## config.mk

```make
export PLATFORM = sky130hd
export DESIGN_NAME = ula_audio_mixer
export DESIGN_NICKNAME = d
export VERILOG_FILES = /design/src/rtl/ula_audio_mixer.sv
export SDC_FILE = /design/constraint.sdc
export NUM_CORES = 1
export LEC_CHECK = 0
export BUFFER_PORTS_ARGS = -buffer_cell sky130_fd_sc_hd__buf_2
export CAP_MARGIN = 0
export CORE_MARGIN = 2
export CORE_UTILIZATION = 43
export CTS_BUF_LIST = sky130_fd_sc_hd__clkbuf_16
export DETAILED_ROUTE_END_ITERATION = 7
export PLACE_DENSITY_LB_ADDON = 0.3
export SLEW_MARGIN = 20
export SYNTH_ARGS = -nofsm -noshare
export SYNTH_HDL_FRONTEND = slang
export SYNTH_SLANG_ARGS = --single-unit
```

## constraint.sdc

```tcl
create_clock -name clk -period 3.1 [get_ports clk]
set_input_delay 0.62 -clock clk [delete_from_list [all_inputs] [get_ports clk]]
set_output_delay 0.62 -clock clk [all_outputs]
set_load 0.01 [all_outputs]
```

## src/rtl/ula_audio_mixer.sv

```systemverilog
`default_nettype none
// ============================================================================
// Module   : ula_audio_mixer
// Purpose  : Mixes beeper/MIC/EAR into a low-passed, sigma-delta 4-bit DAC code.
// Revision : 1.0
// ============================================================================
module ula_audio_mixer #(
    parameter int TICK_DIV = 8,
    parameter int SHIFT    = 4
) (
    input  logic       clk,
    input  logic       reset,
    input  logic       beeper,
    input  logic       mic,
    input  logic       ear,
    input  logic [1:0] vol,
    output logic [3:0] audio_l,
    output logic [3:0] audio_r,
    output logic       sample_strobe
);

    localparam int              TCW         = (TICK_DIV > 1) ? $clog2(TICK_DIV) : 1;
    localparam logic [TCW-1:0]  C_TICK_LAST = TCW'(TICK_DIV - 1);
    localparam logic [15:0]     C_BEEP_W    = 16'hC000;
    localparam logic [15:0]     C_EAR_W     = 16'h3000;
    localparam logic [15:0]     C_MIC_W     = 16'h0800;

    logic           ear_meta_q;
    logic           ear_s_q;
    logic [TCW-1:0] tcnt_q, tcnt_d;
    logic           tick_d_q;
    logic [15:0]    target_q, target_d;
    logic [15:0]    acc_q, acc_d;
    logic [11:0]    err_q;
    logic [3:0]     code_q;
    logic           strobe_q;

    logic           w_tick;
    logic [15:0]    w_base;
    logic signed [16:0] w_diff;
    logic [12:0]    w_sum;
    logic [4:0]     w_code_wide;
    logic [3:0]     w_code_sat;

    always_comb begin
        w_tick = (tcnt_q == C_TICK_LAST);
        tcnt_d = w_tick ? '0 : tcnt_q + TCW'(1);

        w_base = (beeper  ? C_BEEP_W : 16'h0000)
               + (ear_s_q ? C_EAR_W  : 16'h0000)
               + (mic     ? C_MIC_W  : 16'h0000);
        case (vol)
            2'd0:    target_d = 16'h0000;
            2'd1:    target_d = w_base >> 2;
            2'd2:    target_d = w_base >> 1;
            default: target_d = w_base;
        endcase

        // The arithmetic shift rounds toward -inf, so a rising step stops short
        // of the target and a falling step never passes it: acc cannot wrap.
        w_diff = $signed({1'b0, target_q}) - $signed({1'b0, acc_q});
        acc_d  = w_tick ? acc_q + 16'(w_diff >>> SHIFT) : acc_q;

        w_sum       = {1'b0, err_q} + {1'b0, acc_q[11:0]};
        w_code_wide = {1'b0, acc_q[15:12]} + {4'b0000, w_sum[12]};
        w_code_sat  = w_code_wide[4] ? 4'hF : w_code_wide[3:0];
    end

    always_ff @(posedge clk) begin
        if (reset) begin
            ear_meta_q <= 1'b0;
            ear_s_q    <= 1'b0;
            tcnt_q     <= '0;
            tick_d_q   <= 1'b0;
            target_q   <= 16'h0000;
            acc_q      <= 16'h0000;
            err_q      <= 12'h000;
            code_q     <= 4'h0;
            strobe_q   <= 1'b0;
        end else begin
            ear_meta_q <= ear;
            ear_s_q    <= ear_meta_q;
            tcnt_q     <= tcnt_d;
            tick_d_q   <= w_tick;
            target_q   <= target_d;
            acc_q      <= acc_d;
            strobe_q   <= tick_d_q;
            // Error feedback keeps running even when the code saturates.
            if (tick_d_q) begin
                err_q  <= w_sum[11:0];
                code_q <= w_code_sat;
            end
        end
    end

    assign audio_l       = code_q;
    assign audio_r       = code_q;
    assign sample_strobe = strobe_q;

endmodule
`default_nettype wire

```

==> qor.txt <==
CP cell instances - or4_4, nor4_4, nor2_2, nor2b_2, nor2_1, xnor2_1, ha_1, and3_4, o211ai_1, o211ai_1, a221oi_2, xor2_1, or3_1, a21oi_1
Routed WL per cell - 13.6 um
Fmax - 304 MHz
Clk_lat worst skew - 0.28 ns
Most numerous cell in the Yosys netlist - dfxtp_1
Layout cell share with drive strength beyond 1 - 27.6%
Post-Syn Nets - 414
Nets - 475
Die area - 8210 um2
Synth unique cells - 57
Clock sink total - 46
HP Class - reg2reg
Pins Over Slew Limit - 0
TritonCTS clock tree - yes
Clock Path Buffers - 2
GPL Wtd Cong - 0.897
Finished Layout Cells - 527
Post-synth ARST share - 0%
Top cells by count, synth - dfxtp_1, nor2_1, ha_1
Crit Path Max Fanout - 6
Clk root buf - clkbuf_16
Worst hold stages - 1
Via density - 5.27
Final hold vios - 0
Post-route setup slack - -0.191 ns
Initial antenna violation count - 0
Critical path's most frequent cell - o211ai_1
Dpl cells - 511
Synth area leader - dfxtp_1
Yosys reg bits - 46
WP buf/inv - 0
Final core occ - 56.1%
Initial core utilization - 44.5%
Worst reg2reg setup slack - -0.19 ns
Worst path slowest cell - or4_4
R2r worst-path depth - 14
Rows - 31
Number of global-route vias before repair - 2680
Period minus WS final - 3.29 ns
Min-Delay Endpoint - tcnt_q[0]
Worst-Margin Slew - 0.959 ns
Htree depth - 2
Core area - 7250 um2
TritonRoute pass-1 iters - 4
Critical path's top delay family - simple AND/OR/NAND/NOR gates
Leakage - 1.84 nW
Final setup viols - 7
Crit-path max cell delay - 0.59 ns
Detailed Route Iter0 Violations - 97
Max Clock Skew - 0.00678 ns
Top post-synthesis cells by area - dfxtp_1, ha_1, mux2i_1, nor2_1, xnor2_1
Hold Crit Start - tcnt_q[0]
Setup crit start kind - flop
Global route overflow - 0
DP Wirelength - 5200 um
Antenna Cells - 0
Antenna Nets Post-Route - 0
RSZ-0062 raised after global routing - yes
I/O pins - 16
Mean Syn Cell Area - 8.81 um2
Worst-path clk slew - 0.07 ns
Max VDD drop - 0.000313 V
CP required - 3.31 ns
Largest net degree at the start of global routing - 53
Post-synthesis cell count - 366
Crit share post-route - 106%
GR Util All Layers - 17.3%
Die Y - 90.6 um
Max_cap viols - 0
R2R Path Start - acc_q[1]
Syn. warnings - 0
Synth-to-Final Area Change - 26.3%
Dpl ws - -0.156 ns
Sequential fraction of the synthesis area - 28.6%
# DRC - 0
Num CTS Buffers - 5
IO buf count - 15
Die Width - 90.6 um
Synth Flop Type - dfxtp_1
Reg2reg end - acc_q[15]
PwrDens - 329 nW/um2
Routed WL - 7180 um
Synth Cell Area - 3220 um2
Vias - 2776
Critical Path AT - 3.50 ns
Status - finished with violations
Worst rel slew slack - 36.0%
First-pass GRT wire length - 11900 um
Hold-fix buffers at CTS - 0
Element type at the critical path end - flop
Top-area cell type share of the netlist area - 28.6%
Violated checks - setup timing
EDFF count, synth - 0
Crit Path Class - reg2reg
[worst register-to-register path, delay by kind of cell (launching register included)]
family | cells | cell delay (ns)
compound gates | 4 | 0.61
xor+xnor | 2 | 0.28
fa+ha+maj | 1 | 0.29
flops | 1 | 0.32
simple gates | 7 | 1.71
[layout make-up]
cell class,count,area [um2]
multi-input combinational,291,2340
timing repair buffer,69,488
clock buffer,5,125
tap,99,124
fill,675,3180
inverter,14,52.6
clock inverter,3,23.8
sequential,46,923
[state kept, by name, summed over array words and instances, names as in the netlist]
signal / count
tick_d_q: 1
target_q: 7
acc_q: 16
audio_l: 4
sample_strobe: 1
ear_meta_q: 1
err_q: 12
tcnt_q: 3
ear_s_q: 1
[stage by stage]
step / cell area [um2] / TNS (ns) / power (W) / hold slack, ns
final: 4070 / -0.885 / 0.00134 / 0.418
after global routing: 4070 / -2.16 / 0.00140 / 0.441
after CTS: 3860 / -0.692 / 0.00135 / 0.426
after detailed placement: 3680 / -0.709 / 0.000799 / 0.410
after global placement: 3680 / -0.257 / 0.000796 / 0.417
after floorplan: 3240 / -0.113 / 0.000737 / 0.398
[how the worst max path moves through the flow]
| stage | startpoint | endpoint | slack [ns] | cells past startpoint |
|---|---|---|---|---|
| 6_report | acc_q[1] | acc_q[15] | -0.19 | 14 |
| 5_1_grt | acc_q[1] | acc_q[15] | -0.36 | 14 |
| 4_1_cts | acc_q[0] | acc_q[15] | -0.17 | 14 |
| 3_5_place_dp | acc_q[0] | acc_q[15] | -0.16 | 14 |
| 3_3_place_gp | acc_q[0] | acc_q[15] | -0.08 | 14 |
| 2_1_floorplan | acc_q[1] | acc_q[15] | -0.11 | 15 |
[placed cells by master (no fill, tap or decap), types with 4 or more instances in the layout]
cell type / Yosys / final
and2_1: 4 / 4
ha_4: 0 / 4
nand3_1: 8 / 7
o21ai_0: 8 / 6
buf_4: 4 / 52
xnor2_1: 18 / 17
nor2_1: 42 / 41
dfxtp_1: 46 / 44
nor3b_1: 4 / 4
xor2_1: 9 / 7
mux2i_1: 17 / 17
nand2b_1: 4 / 4
buf_2: 0 / 15
a211oi_1: 4 / 4
inv_1: 14 / 13
nand2_1: 16 / 15
o211ai_1: 4 / 4
a21oi_1: 28 / 22
o21a_1: 9 / 8
nor2b_1: 9 / 8
ha_1: 39 / 35
a21o_1: 13 / 13
nand3b_1: 4 / 4
clkbuf_16: 0 / 5
nor3_1: 10 / 7
a21oi_2: 0 / 6
[repair_timing]
item                                    in CTS  in global routing
cloned                                       0                  0
setup buffers                                2                  8
gates resized for setup                      7                 32
endpoints found under the setup margin      10                 13
pin swaps                                    2                 24
[cell families after synthesis]
family	synth area share (%)
flops	28.6
buf+inv	4.70
mux	5.63
fa+ha+maj	16.4
simple gates	18.9
xor+xnor	7.33
compound gates	18.5
[per-layer routing]
| layer | global-route usage (%) | routed length [um] | vias up | part of all wire (%) |
|---|---|---|---|---|
| li1 | - | - | 1431 | - |
| met1 | 22.3 | 3390 | 1321 | 47 |
| met2 | 30.8 | 3640 | 20 | 51 |
| met3 | 2.50 | 112 | 4 | 1.6 |
| met4 | 3.33 | 50 | 0 | 0.70 |
| met5 | 0 | 0 | - | 0 |
[where the power goes]
| group | total [W] | internal [W] | switching, W |
|---|---|---|---|
| logic | 0.000200 | 0.0000959 | 0.000104 |
| registers | 0.000603 | 0.000600 | 0.00000353 |
| clock network | 0.000537 | 0.000302 | 0.000235 |
No activity file was read; power rests on OpenSTA's default activity.
